[src/rtl/ram_loader_pkg.sv]
// Shared definitions for the RAM loader: state encoding and byte width.
package ram_loader_pkg;

    localparam int unsigned BYTE_W = 8;

    // Loader sequencing states; encoding is fixed so debug views stay stable.
    typedef enum logic [2:0] {
        IDLE   = 3'd0,
        RX_HI  = 3'd1,
        RX_LO  = 3'd2,
        WRITE  = 3'd3,
        VERIFY = 3'd4,
        DONE   = 3'd5
    } state_t;

    // True while the loader owns the RAM port and the CPU must be held off.
    function automatic logic state_busy(input state_t s);
        return (s == RX_HI) || (s == RX_LO) || (s == WRITE) || (s == VERIFY);
    endfunction

    // True in the states that take a byte from the upstream source.
    function automatic logic state_rx(input state_t s);
        return (s == RX_HI) || (s == RX_LO);
    endfunction

endpackage

[src/rtl/ram_loader.sv]
// Byte-stream RAM loader: packs byte pairs into words, writes them from
// address 0 upward, then reads everything back and compares checksums.
module ram_loader
    import ram_loader_pkg::*;
#(
    parameter int unsigned ADDR_W     = 8,
    parameter int unsigned DATA_W     = 16,
    parameter int unsigned WORD_COUNT = 256
) (
    input  logic              clk,
    input  logic              reset,
    input  logic              start,
    input  logic              byte_valid,
    input  logic [7:0]        byte_data,
    output logic              byte_ready,
    output logic [ADDR_W-1:0] ram_address,
    output logic [DATA_W-1:0] ram_in,
    output logic              ram_load,
    input  logic [DATA_W-1:0] ram_out,
    output logic              busy,
    output logic              done,
    output logic              error
);

    // Terminal address is an explicit compare so the counter never relies on wrap.
    localparam logic [ADDR_W-1:0] LAST_ADDR = ADDR_W'(WORD_COUNT - 1);

    // Reject configurations the datapath cannot represent.
    if (DATA_W != 2 * BYTE_W) begin : g_bad_data_w
        $error("ram_loader: DATA_W must be exactly two bytes");
    end
    if (WORD_COUNT < 1 || WORD_COUNT > (1 << ADDR_W)) begin : g_bad_count
        $error("ram_loader: WORD_COUNT outside 1..2^ADDR_W");
    end

    state_t              state;
    logic [ADDR_W-1:0]   addr;
    logic [BYTE_W-1:0]   hi;
    logic [BYTE_W-1:0]   lo;
    logic [DATA_W-1:0]   wsum;
    logic [DATA_W-1:0]   rsum;
    logic                err_q;

    logic                at_last;
    logic [DATA_W-1:0]   word;
    logic [DATA_W-1:0]   rsum_next;

    assign at_last   = (addr == LAST_ADDR);
    assign word      = DATA_W'({hi, lo});
    assign rsum_next = rsum + ram_out;

    // Sequencer and datapath registers.
    always_ff @(posedge clk or posedge reset) begin
        if (reset) begin
            state <= IDLE;
            addr  <= '0;
            hi    <= '0;
            lo    <= '0;
            wsum  <= '0;
            rsum  <= '0;
            err_q <= 1'b0;
        end else begin
            case (state)
                IDLE, DONE: begin
                    if (start) begin
                        state <= RX_HI;
                        addr  <= '0;
                        wsum  <= '0;
                        rsum  <= '0;
                        err_q <= 1'b0;
                    end
                end
                RX_HI: begin
                    if (byte_valid) begin
                        hi    <= byte_data;
                        state <= RX_LO;
                    end
                end
                RX_LO: begin
                    if (byte_valid) begin
                        lo    <= byte_data;
                        state <= WRITE;
                    end
                end
                WRITE: begin
                    wsum <= wsum + word;
                    if (at_last) begin
                        addr  <= '0;
                        state <= VERIFY;
                    end else begin
                        addr  <= addr + ADDR_W'(1);
                        state <= RX_HI;
                    end
                end
                VERIFY: begin
                    rsum <= rsum_next;
                    if (at_last) begin
                        err_q <= (rsum_next != wsum);
                        state <= DONE;
                    end else begin
                        addr <= addr + ADDR_W'(1);
                    end
                end
                default: begin
                    state <= IDLE;
                end
            endcase
        end
    end

    // Port decode straight from registers; nothing here looks at live inputs.
    assign byte_ready  = state_rx(state);
    assign ram_address = addr;
    assign ram_in      = word;
    assign ram_load    = (state == WRITE);
    assign busy        = state_busy(state);
    assign done        = (state == DONE);
    assign error       = err_q;

endmodule

[config.mk]
export PLATFORM = sky130hd
export DESIGN_NAME = ram_loader
export DESIGN_NICKNAME = d
export VERILOG_FILES = /design/src/rtl/ram_loader_pkg.sv /design/src/rtl/ram_loader.sv
export SDC_FILE = /design/constraint.sdc
export NUM_CORES = 1
export LEC_CHECK = 0
export CORE_MARGIN = 2
export CORE_UTILIZATION = 50
export DETAILED_ROUTE_END_ITERATION = 6
export PLACE_DENSITY_LB_ADDON = 0.3
export SLEW_MARGIN = 40
export SYNTH_ARGS = -nofsm -noshare
export SYNTH_HDL_FRONTEND = slang
export SYNTH_SLANG_ARGS = --single-unit
[constraint.sdc]
create_clock -name clk -period 3.6 [get_ports clk]
set_clock_uncertainty 0.05 [all_clocks]
set_input_delay 0.72 -clock clk [delete_from_list [all_inputs] [get_ports clk]]
set_output_delay 0.72 -clock clk [all_outputs]
set_load 0.01 [all_outputs]
**After elaboration in Yosys (flattened, before gate mapping)**

Index checks and enable logic that the tools add are counted.

- Bits in registers: 60
- Latch bits: 0
- RAM bits: 0
- ROM bits: 0
- Bits of input ports: 28
- Output and inout bits: 29
- Memories kept: 0

- $add $sub $neg: 3
- $mul: 0
- Divide/modulo/power cells: 0
- Magnitude comparators: 0
- Eq/ne operators: 12
- Shift operators: 0
- Multiplexer cells: 16
- Bitwise logic cells: 0
- Reductions and logical operators: 15

Operator list:

| cell | number |
|---|---|
| case mux 16 bit (2 select lines) | 2 |
| adder 16 bit | 2 |
| two-way mux 8 bit | 3 |
| case mux 8 bit (3 select lines) | 1 |
| two-way mux 16 bit | 1 |
| != test 16 bit | 1 |
| two-way mux 3 bit | 5 |
| case mux 3 bit (5 select lines) | 1 |
| != test 2 bit, second input constant | 5 |
| adder 8 x 1 -> 8 bit, second input constant | 1 |
| == test 8 bit, second input constant | 1 |
| AND reduction 2 bit | 4 |
| == test 3 x 2 -> 1 bit, second input constant | 2 |
| == test 3 bit, second input constant | 2 |
| AND reduction 3 bit | 2 |
| AND reduction 4 bit | 1 |
| nonzero test 2 bit | 2 |
| == test 3 x 1 -> 1 bit, second input constant | 1 |
| logical NOT 3 bit | 1 |
| logical OR 1 bit | 3 |
| nonzero test 3 bit | 1 |
| two-way mux 1 bit | 2 |
| case mux 1 bit (2 select lines) | 1 |
| OR reduction 2 bit | 1 |

**Logic depth before layout (Yosys ltp)**

- Depth in word-level cells: 4
- Gate-level depth with buffers: 12
- Gate-level depth less buffers: 12

**Worst setup path before layout**

OpenSTA, ideal clock, no wires.

- Path type: input to register
- Start: input port ram_out[0]
- End: register err_q, in the netlist error
- Library setup time: 128 ps
- Arrival: 2844 ps
- Path slack: 578 ps
- Stages: 12
- Path buffers: 0
- Cells stage by stage: ha_1 -> inv_1 -> fa_1 -> nand2b_1 -> a21oi_2 -> nor4b_1 -> nor4_1 -> o2111ai_1 -> nor4_1 -> nand4_1 -> nor4_1 -> a21oi_1

- Longest elaborated chain between the ends: 4

Ends and longest elaborated chain:

| element | RTL line | source |
|---|---|---|
| start, declared | ram_loader.sv:19 | `input logic [DATA_W-1:0] ram_out,` |
| adder 16 bit | ram_loader.sv:50 | `assign rsum_next = rsum + ram_out;` |
| != test 16 bit | ram_loader.sv:98 | `err_q <= (rsum_next != wsum);` |
| two-way mux 1 bit | ram_loader.sv:97 | `if (at_last) begin` |
| case mux 1 bit (2 select lines) | ram_loader.sv:63 | `case (state)` |
| end signal, assigned | ram_loader.sv:98 |  |
| end, declared | ram_loader.sv:42 | `logic err_q;` |

Every way passes these cells. The select of a mux whose other input is x is not followed.
A chain may end at the register's enable or synchronous reset.

**Worst setup path after layout**

Ends and elaborated chain as after synthesis.

==> impl_metrics.ini <==
[run_status]
status = complete, no violations

[synth]
synth_top_area_share_pct = 35.1
synth_area_per_cell_sq_um = 9.11
ys_top_cells_by_area = dfrtp_1 (35%), ha_1 (9.1%), xnor2_1 (4.5%), xor2_1 (4.5%), mux2_2 (4.5%)
synth-edff-count = 0
synth_top_area_cell = dfrtp_1
async_flop_share_pct = 100
synth_ff_type = dfrtp_1
yosysWarnings = 0
synthesis.area_sq_um = 4270
ys_seq_area_share_pct = 35.1
post-synth-top-count-cell = dfrtp_1
ys_top_cells_by_count = dfrtp_1 (60), nand2_1 (40), nor2_1 (35)
ys_seq_elements = 60
yosysUniqueCellTypes = 57
synth_nets = 530
synthCells = 469

[cts]
ctsRootBufferMaster = clkbuf_8
htreeDepth = 3
cts_tree = built
hold_buffers = 0
clock_sinks = 60
cts_setup_buffers = 0
clk_pin_slew_ns = 0.08
cts.path.max_buffers = 2
post_cts_resized = 0
clk_latency_ns = 0.35
cts_made_buffers = 9

[timing]
slew_violations = 0
max_slew.worst_pin.slew_ns = 0.703
setup_viol = 0
setup_ws_ns = 0.262
min_period_ns = 3.34
rsz0062_at_grt = false
max-slew-margin-rel_pct = 53.0
finalCritPeriodShare_pct = 92.7
max_freq_mhz = 300
finalHoldViolCount = 0
setup_tns_ns = 0

[setup_path]
setup.worst_path.class = in -> reg
start_kind = input port
crit_path_max_fanout = 5
worstPathArrival_ns = 3.52
worstSetupEndpointType = flop
crit_required_ns = 3.78

[cells_and_area]
area_delta_synth_final_pct = 21.7
nNetsFinal = 593
stdcell_count = 642
drive_gt1_share_pct = 11.5
diodes = 0

[power_and_ir_drop]
power_density_nw_per_um2 = 726
p_leak_nw = 2.25
peakVddDrop_mv = 0.508

[floorplan]
start_util_pct = 51.8
die_y_microns = 96.5
core_area_sq_um = 8260
die_w_microns = 96.5
die_area_sq_um = 9300
io_pins = 57
num_rows = 33

[route]
totalWireLength_microns = 10100
wire_per_inst_microns = 15.7
via_per_inst = 5.89
vias = 3781
first_pass_iters = 4
drcViolationCount = 0
drtIter0Drc = 148
ant_nets = 0

[placed_design]
portBuffers = 56
pre_cts_ws_ns = -0.0669
gp_congestion = 0.937
hpwl_microns = 7830
dpl.cell_count = 626

[grt]
grt_max_degree = 32
grt_usage_pct = 23.2
grt_pass1_vias = 3526
antenna_found_initial = 0
grt_overflow = 0
grt_pass1_wl_microns = 16800

[min_path]
hp-class = reg -> reg

[flow_run]
cap_violations = 0
-- registers in the layout (all words and copies together), names as in the netlist --
signal and count:
ram_address 8, error 1, hi 8, rsum 16
wsum 16, state 3, lo 8
-- cells by family after synthesis --
| family | count (synthesis) | synth area share, % |
|---|---|---|
| xor+xnor | 44 | 9.02 |
| fa+ha+maj | 33 | 10.0 |
| flops | 60 | 35.1 |
| simple gates | 147 | 16.8 |
| compound gates | 132 | 20.7 |
| mux | 21 | 5.42 |
| buf+inv | 32 | 2.93 |
-- report_power, final --
group	switching [W]	leakage, nW	internal, W
clock network	0.000297	0.0820	0.000270
registers	0.000290	0.778	0.000900
logic	0.00100	1.39	0.00102
-- routing by layer --
layer / track usage (%) / vias up / wire, microns
li1: - / 1873 / -
met1: 32.6 / 1792 / 4730
met2: 37.9 / 108 / 4730
met3: 3.26 / 8 / 543
met4: 5.63 / 0 / 100
met5: 0 / - / 0
-- worst max-delay path: stages --
cell	delay [ns]
clkdlybuf4s50_1	0.48
ha_1	0.17
inv_1	0.06
fa_1	0.38
nand2b_1	0.22
a21oi_4	0.22
nor4b_1	0.09
nor4_1	0.32
o2111ai_1	0.18
nor4_2	0.29
nand4_1	0.14
nor4_2	0.15
a21oi_1	0.09
-- per-stage QoR --
stage	util (%)	instance area, sq um	hold slack, ns	total power [W]
floorplan	-	4270	0.403	0.00253
global placement	60.5	5000	0.417	0.00315
global route	63.0	5200	0.467	0.00408
detailed placement	60.5	5000	0.430	0.00320
CTS	62.7	5180	0.447	0.00378
finish	63.0	5200	0.443	0.00377
-- layout by cell type, fill, tap and decap left out, drive strengths merged, types with 12 or more instances in the layout --
cell	netlist	final
inv	14	15
nand2	40	40
dfrtp	60	60
nor2	35	35
ha	31	31
xnor2	22	22
a21oi	28	28
o21ai	45	45
xor2	22	22
a22o	12	12
nand3	13	13
buf	5	14
nor3	13	13
mux2	17	17
clkdlybuf4s50	0	56
-- final timing paths --
check	to	cells past startpoint	slack, ns	from
worst max-delay path	error	13	0.26	ram_out[0]
worst min-delay path	rsum[4]	2	0.44	rsum[4]
worst max register to register	wsum[14]	11	0.56	wsum[0]
worst min register to register	rsum[4]	2	0.44	rsum[4]
max in group asynchronous	wsum[11]	3	2.09	reset
min in group asynchronous	ram_address[0]	2	0.74	reset
-- layout make-up --
class                      count  area (sq um)
clock buffer                  11           141
multi-input combinational    377          2670
tap                          105           131
timing repair buffer          70           666
sequential                    60          1500
fill                         714          3060
inverter                      14          52.6
clock inverter                 5          36.3
(Power assumes the default switching activity.)
